[config.mk]
export PLATFORM = sky130hd
export DESIGN_NAME = lsu_pipeline
export DESIGN_NICKNAME = d
export VERILOG_FILES = /design/src/rtl/lsu_pipeline.sv
export SDC_FILE = /design/constraint.sdc
export NUM_CORES = 1
export LEC_CHECK = 0
export ABC_AREA = 1
export CORE_MARGIN = 10
export CORE_UTILIZATION = 40
export CTS_CLUSTER_SIZE = 30
export DETAILED_ROUTE_END_ITERATION = 10
export GPL_TIMING_DRIVEN = 0
export HOLD_SLACK_MARGIN = 0.02
export PLACE_DENSITY = 0.82
export RECOVER_POWER = 50
export SYNTH_ARGS = -nofsm -noshare
export SYNTH_HDL_FRONTEND = slang
export SYNTH_SLANG_ARGS = --single-unit
export TNS_END_PERCENT = 10
[constraint.sdc]
create_clock -name clk -period 1.55 [get_ports clk]
set_input_delay 0.31 -clock clk [delete_from_list [all_inputs] [get_ports clk]]
set_output_delay 0.31 -clock clk [all_outputs]
set_load 0.005 [all_outputs]
[src/rtl/lsu_pipeline.sv]
// lsu_pipeline: load/store unit for the memory stage of the 5-stage RISC-V core.
// Sends each load or store over a request/grant/response bus and holds the
// pipeline until the access completes. Handles byte, halfword and word sizes,
// load sign/zero extension, misalignment rejection and a bus timeout.
//
// Ports:
//   clk, rst           clock, synchronous active-high reset
//   ReqValidM          memory-stage instruction is a load or store
//   ReqWriteM          1 = store, 0 = load
//   Funct3M            RV32I funct3 (access size / sign)
//   ALUResultM         effective address
//   WriteDataM         store data, unaligned in the low bits
//   StallM             holds the fetch..memory stages
//   LoadDataM          extended load data, valid in the DONE cycle
//   MisalignM          one-cycle pulse when a misaligned access is rejected
//   BusErrM            one-cycle pulse in DONE when the access timed out
//   bus_req/bus_we/bus_addr/bus_be/bus_wdata   request channel
//   bus_gnt            request accepted this cycle
//   bus_rvalid/bus_rdata                       read response channel
//   dbgState           current FSM state (0 IDLE, 1 REQ, 2 WAIT, 3 DONE)
//
// Bus handshake: a request transfers on a cycle where bus_req and bus_gnt are
// both high; until then bus_req and every bus field stay stable. A read
// response transfers on a cycle where bus_rvalid is high while in WAIT; there
// is no backpressure on the response and bus_rvalid seen in any other state is
// dropped.
module lsu_pipeline #(
    parameter int ADDR_W  = 32,
    parameter int TIMEOUT = 16,
    parameter int CNT_W   = 5
) (
    input  logic              clk,
    input  logic              rst,
    input  logic              ReqValidM,
    input  logic              ReqWriteM,
    input  logic [2:0]        Funct3M,
    input  logic [31:0]       ALUResultM,
    input  logic [31:0]       WriteDataM,
    output logic              StallM,
    output logic [31:0]       LoadDataM,
    output logic              MisalignM,
    output logic              BusErrM,
    output logic              bus_req,
    output logic              bus_we,
    output logic [ADDR_W-1:0] bus_addr,
    output logic [3:0]        bus_be,
    output logic [31:0]       bus_wdata,
    input  logic              bus_gnt,
    input  logic              bus_rvalid,
    input  logic [31:0]       bus_rdata,
    output logic [1:0]        dbgState
);

    typedef enum logic [1:0] {
        S_IDLE = 2'd0,
        S_REQ  = 2'd1,
        S_WAIT = 2'd2,
        S_DONE = 2'd3
    } lsuStateT;

    lsuStateT         state;
    logic [CNT_W-1:0] cnt;
    logic [2:0]       funct3Q;
    logic [1:0]       addrLoQ;

    logic        reqMisaligned;
    logic        acceptReq;
    logic [3:0]  reqBe;
    logic [31:0] reqWdata;
    logic        timeoutHit;
    logic [31:0] rdShifted;
    logic [31:0] loadExt;

    // funct3[1:0] encodes size; 011/110/111 have no legal RV32I access, so
    // they are rejected through the misalignment path.
    always_comb begin
        reqMisaligned = 1'b0;
        case (Funct3M)
            3'b000, 3'b100: reqMisaligned = 1'b0;
            3'b001, 3'b101: reqMisaligned = ALUResultM[0];
            3'b010:         reqMisaligned = |ALUResultM[1:0];
            default:        reqMisaligned = 1'b1;
        endcase
    end

    always_comb begin
        reqBe    = 4'b1111;
        reqWdata = WriteDataM;
        case (Funct3M[1:0])
            2'b00: begin
                reqBe    = 4'b0001 << ALUResultM[1:0];
                reqWdata = {4{WriteDataM[7:0]}};
            end
            2'b01: begin
                reqBe    = ALUResultM[1] ? 4'b1100 : 4'b0011;
                reqWdata = {2{WriteDataM[15:0]}};
            end
            default: begin
                reqBe    = 4'b1111;
                reqWdata = WriteDataM;
            end
        endcase
    end

    assign acceptReq  = !rst && (state == S_IDLE) && ReqValidM && !reqMisaligned;
    assign MisalignM  = !rst && (state == S_IDLE) && ReqValidM && reqMisaligned;
    // Stall starts in the accepting IDLE cycle so the instruction is held;
    // DONE leaves it low so the pipeline advances exactly once.
    assign StallM     = acceptReq || (!rst && ((state == S_REQ) || (state == S_WAIT)));
    assign timeoutHit = (cnt == CNT_W'(TIMEOUT - 1));
    assign dbgState   = state;

    // Move the addressed lane down to bit 0, then extend by the latched funct3.
    assign rdShifted = bus_rdata >> {addrLoQ, 3'b000};

    always_comb begin
        loadExt = bus_rdata;
        case (funct3Q)
            3'b000:  loadExt = {{24{rdShifted[7]}}, rdShifted[7:0]};
            3'b100:  loadExt = {24'h0, rdShifted[7:0]};
            3'b001:  loadExt = {{16{rdShifted[15]}}, rdShifted[15:0]};
            3'b101:  loadExt = {16'h0, rdShifted[15:0]};
            default: loadExt = bus_rdata;
        endcase
    end

    always_ff @(posedge clk) begin
        if (rst) begin
            state     <= S_IDLE;
            cnt       <= '0;
            funct3Q   <= 3'b000;
            addrLoQ   <= 2'b00;
            bus_req   <= 1'b0;
            bus_we    <= 1'b0;
            bus_addr  <= '0;
            bus_be    <= 4'b0000;
            bus_wdata <= 32'h0;
            LoadDataM <= 32'h0;
            BusErrM   <= 1'b0;
        end else begin
            BusErrM <= 1'b0;
            case (state)
                S_IDLE: begin
                    cnt <= '0;
                    if (acceptReq) begin
                        bus_req   <= 1'b1;
                        bus_we    <= ReqWriteM;
                        bus_addr  <= {ALUResultM[ADDR_W-1:2], 2'b00};
                        bus_be    <= reqBe;
                        bus_wdata <= reqWdata;
                        funct3Q   <= Funct3M;
                        addrLoQ   <= ALUResultM[1:0];
                        state     <= S_REQ;
                    end
                end
                S_REQ: begin
                    // A grant in the expiry cycle still completes the access.
                    if (bus_gnt) begin
                        bus_req <= 1'b0;
                        cnt     <= '0;
                        state   <= bus_we ? S_DONE : S_WAIT;
                    end else if (timeoutHit) begin
                        bus_req   <= 1'b0;
                        BusErrM   <= 1'b1;
                        LoadDataM <= 32'h0;
                        state     <= S_DONE;
                    end else begin
                        cnt <= cnt + 1'b1;
                    end
                end
                S_WAIT: begin
                    if (bus_rvalid) begin
                        LoadDataM <= loadExt;
                        state     <= S_DONE;
                    end else if (timeoutHit) begin
                        BusErrM   <= 1'b1;
                        LoadDataM <= 32'h0;
                        state     <= S_DONE;
                    end else begin
                        cnt <= cnt + 1'b1;
                    end
                end
                S_DONE: begin
                    // ReqValidM still shows the finished instruction here.
                    cnt   <= '0;
                    state <= S_IDLE;
                end
                default: state <= S_IDLE;
            endcase
        end
    end

endmodule

==> flow_summary.json <==
{
  "outcome": "finished, violations left",
  "violated_checks": "setup timing",
  "cellLeakagePower_uw": 0.00411,
  "post_drt_wl_per_cell_um": 17.0,
  "place_congestion": 0.936,
  "critPathArrivalTime_ns": 1.51,
  "clock_root_buffer": "clkbuf_16",
  "floorplan_row_count": 42,
  "synth_flop_cell": "dfxtp_1",
  "critPathLaunchType": "register",
  "grt_max_degree": 17,
  "number_of_drc_violations_after_detailed_routing": 0,
  "grt_overflow": 0,
  "worst_slack_ns": -0.273,
  "synthesis.area_per_instance_um2": 6.72,
  "floorplan.initialDensity": 0.407,
  "io_pins": 212,
  "synth-seq-cells": 113,
  "setup_repair_after_global_routing_missed_its_margin": "true",
  "report.final.slew_viol_count": 0,
  "wirelength_um": 21200,
  "cp_top_family": "flip-flops",
  "synthCells": 799,
  "crit_path_max_incr_delay_ns": 0.35,
  "worstHoldPathType": "in -> reg",
  "finalCriticalPeriod_ns": 1.82,
  "synthArstFlopShare": 0,
  "flow.area_growth_from_synthesis_pct": 62.3,
  "post_synth_instance_area_um2": 5370,
  "post-place-ws_ns": -1.02,
  "synth_edf_count": 0,
  "die_h_um": 136,
  "clk_pin_slew_worst_setup_hold_paths_ns": 0.05,
  "synth_top_area_frac": 0.421,
  "power.total_uw": 11100,
  "hold_fails_final_rpt": 0,
  "fp.dieArea_um2": 18500,
  "synth-warning-count": 0,
  "clk_path_buf_depth": 2,
  "library_cell_with_the_largest_summed_area_after_synthesis": "dfxtp_1",
  "final_layout_size_suffix_gt1_frac": 0.137,
  "max-slew-margin-rel": 0.580,
  "synth_area_leaders": "dfxtp_1, nand2_1, a21oi_1",
  "synth_sequential_area_ratio": 0.421,
  "antenna_left": 0,
  "timing.hold.ws_ns": 0.204,
  "detailedRoute.firstIterationViolations": 376,
  "routed_via_density": 5.02,
  "post-dp-hpwl_um": 15700,
  "htree_num_levels": 4,
  "die_width_um": 136,
  "tritoncts": "yes",
  "dr_total_vias": 6240,
  "setup-violations-final": 20,
  "grt_pass1_vias": 6301,
  "largest_vdd_supply_drop_uv": 822,
  "crit_chain": "inv_4 -> ha_4 -> inv_4 -> nor3_4 -> nand2_4 -> buf_6 -> nand2_4 -> buf_6",
  "cts_hold_buffers": 0,
  "cts_inserted_buffers": 17,
  "worst-slew-pin-transition_ns": 0.630,
  "critical_path.n_buffers_inverters": 4,
  "grt_pass1_wl_um": 32700,
  "worst_ep_required_time_ns": 1.24,
  "fmaxAchievable_ghz": 0.548,
  "setup.worst_path.class": "reg -> out",
  "cap_violations": 0,
  "worst-path-max-fanout": 3,
  "finClkSkew_ns": 0.00858,
  "drt_first_pass_iters": 5,
  "initial_antenna_violation_count": 2,
  "final_core_util": 0.661,
  "std_cell_core_area_um2": 13200,
  "worstSetupEndpointType": "primary output",
  "cell_with_the_biggest_individual_delay_on_the_critical_path": "dfxtp_4",
  "n_fill_cell": 1199,
  "input_output_buffers": 209,
  "clock_latency_ns": 0.42,
  "gr-usage-all-layers": 0.225,
  "number_of_nets_in_the_layout": 1163,
  "clkSinkCount": 113,
  "reg2reg_slack_ns": -0.10,
  "timing.final.crit_share": 1.18,
  "netlist-cell-type-count": 33,
  "pwr_density_cell_nw_per_um2": 1270
}
[worst paths after layout]
kind                                to  depth (start not counted)                 startpoint
min            addrLoQ[1]$_SDFFE_PP0P_                          3              ALUResultM[1]
max reg2reg  LoadDataM[5]$_SDFFE_PP0P_                         10   dbgState[0]$_SDFFE_PP0P_
min reg2reg  bus_addr[25]$_SDFFE_PP0P_                          2  bus_addr[25]$_SDFFE_PP0P_
max                             StallM                          8   dbgState[0]$_SDFFE_PP0P_
[what timing repair did]
item / in CTS / in global routing
resized for setup: 180 / 30
pin swaps: 8 / 8
hold endpoints to repair: 0 / 0
gates cloned: 3 / 0
setup buffers: 19 / 4
endpoints found under the setup margin: 215 / 110
[flip-flops by register name, summed over array words and instances (netlist names)]
name       count
BusErrM        1
LoadDataM     32
addrLoQ        2
bus_addr      30
bus_be         4
bus_req        1
bus_wdata     32
bus_we         1
cnt            5
dbgState       2
funct3Q        3
[cell usage after synthesis, types with 6 or more instances]
library cell	instances
a21oi_1	83
buf_2	16
buf_4	10
buf_6	6
clkbuf_1	14
dfxtp_1	113
ha_1	6
inv_1	37
nand2_1	345
nand3_1	79
nor2_1	27
o2111ai_1	6
o211ai_1	9
o21ai_0	19
[report_power, final]
part / switching [uW] / internal [uW] / leakage (uW)
clock network: 1420 / 2940 / 0.000313
logic: 1740 / 1580 / 0.00288
registers: 176 / 3240 / 0.000918
[cell usage in the layout (no fill, tap or decap), types with 3 or more instances in the layout]
master | synthesis | routed
nand3_1 | 79 | 79
clkinvlp_4 | 0 | 3
nor2_2 | 2 | 4
nand2_2 | 4 | 7
buf_4 | 10 | 31
clkbuf_8 | 0 | 3
dfxtp_1 | 113 | 110
nand2_1 | 345 | 336
bufinv_16 | 0 | 5
o2111ai_1 | 6 | 6
inv_2 | 4 | 3
a21oi_2 | 0 | 11
clkbuf_1 | 14 | 13
inv_1 | 37 | 33
clkdlybuf4s50_1 | 0 | 98
ha_4 | 0 | 3
ha_1 | 6 | 3
clkinv_4 | 1 | 3
buf_6 | 6 | 18
inv_4 | 0 | 4
clkbuf_16 | 0 | 17
dlygate4sd2_1 | 0 | 107
o211ai_1 | 9 | 9
nand2_4 | 1 | 6
a21oi_1 | 83 | 72
o21ai_0 | 19 | 17
buf_2 | 16 | 7
nor2_1 | 27 | 25
[worst register-to-register path: stages (launching register included)]
cell and delay (ns):
dfxtp_4 0.35, inv_4 0.06, buf_4 0.13, ha_4 0.15
inv_2 0.06, o21ai_4 0.25, nand2_8 0.13, buf_12 0.15
buf_16 0.12, nand2_1 0.05, a21oi_1 0.06
[area by class of cell]
class / instances / area, um2 / area share
clock inverters: 12 / 204 / 0.0234
flip-flops and latches: 113 / 2270 / 0.261
multi-input cells: 597 / 2850 / 0.327
inverters: 43 / 189 / 0.0217
clock buffers: 20 / 457 / 0.0524
plain buffers: 46 / 348 / 0.0399
repair buffers: 234 / 2180 / 0.250
well taps: 176 / 220 / 0.0253
diodes: 1 / 2.50 / 0.000287
[logic make-up after synthesis]
| family | count (synthesis) | share of synthesized area |
|---|---|---|
| other | 1 | 0.000699 |
| buffers and inverters | 90 | 0.0830 |
| xor gates and xnor gates | 1 | 0.00163 |
| AOI/OAI and AO/OA | 120 | 0.122 |
| DFF | 113 | 0.421 |
| adders and majority gates | 6 | 0.0140 |
| and+or+nand+nor | 468 | 0.358 |
[metrics by stage]
stage / setup TNS [ns] / area [um2] / std cells
finish: -1.43 / 8710 / 1242
global route: -5.90 / 8710 / 1241
CTS: -0.782 / 8600 / 1238
detailed placement: -53.51 / 7690 / 1185
global placement: -49.51 / 7690 / 1185
floorplan: -0.0395 / 5380 / 800
[routing by layer]
layer	track usage	up-vias	routed length, um
met5	0	-	13
met1	0.252	2839	8490
met2	0.370	279	9930
met3	0.0985	32	2330
met4	0.0825	2	395
li1	-	3088	-
No activity file was read; power rests on OpenSTA's default activity.
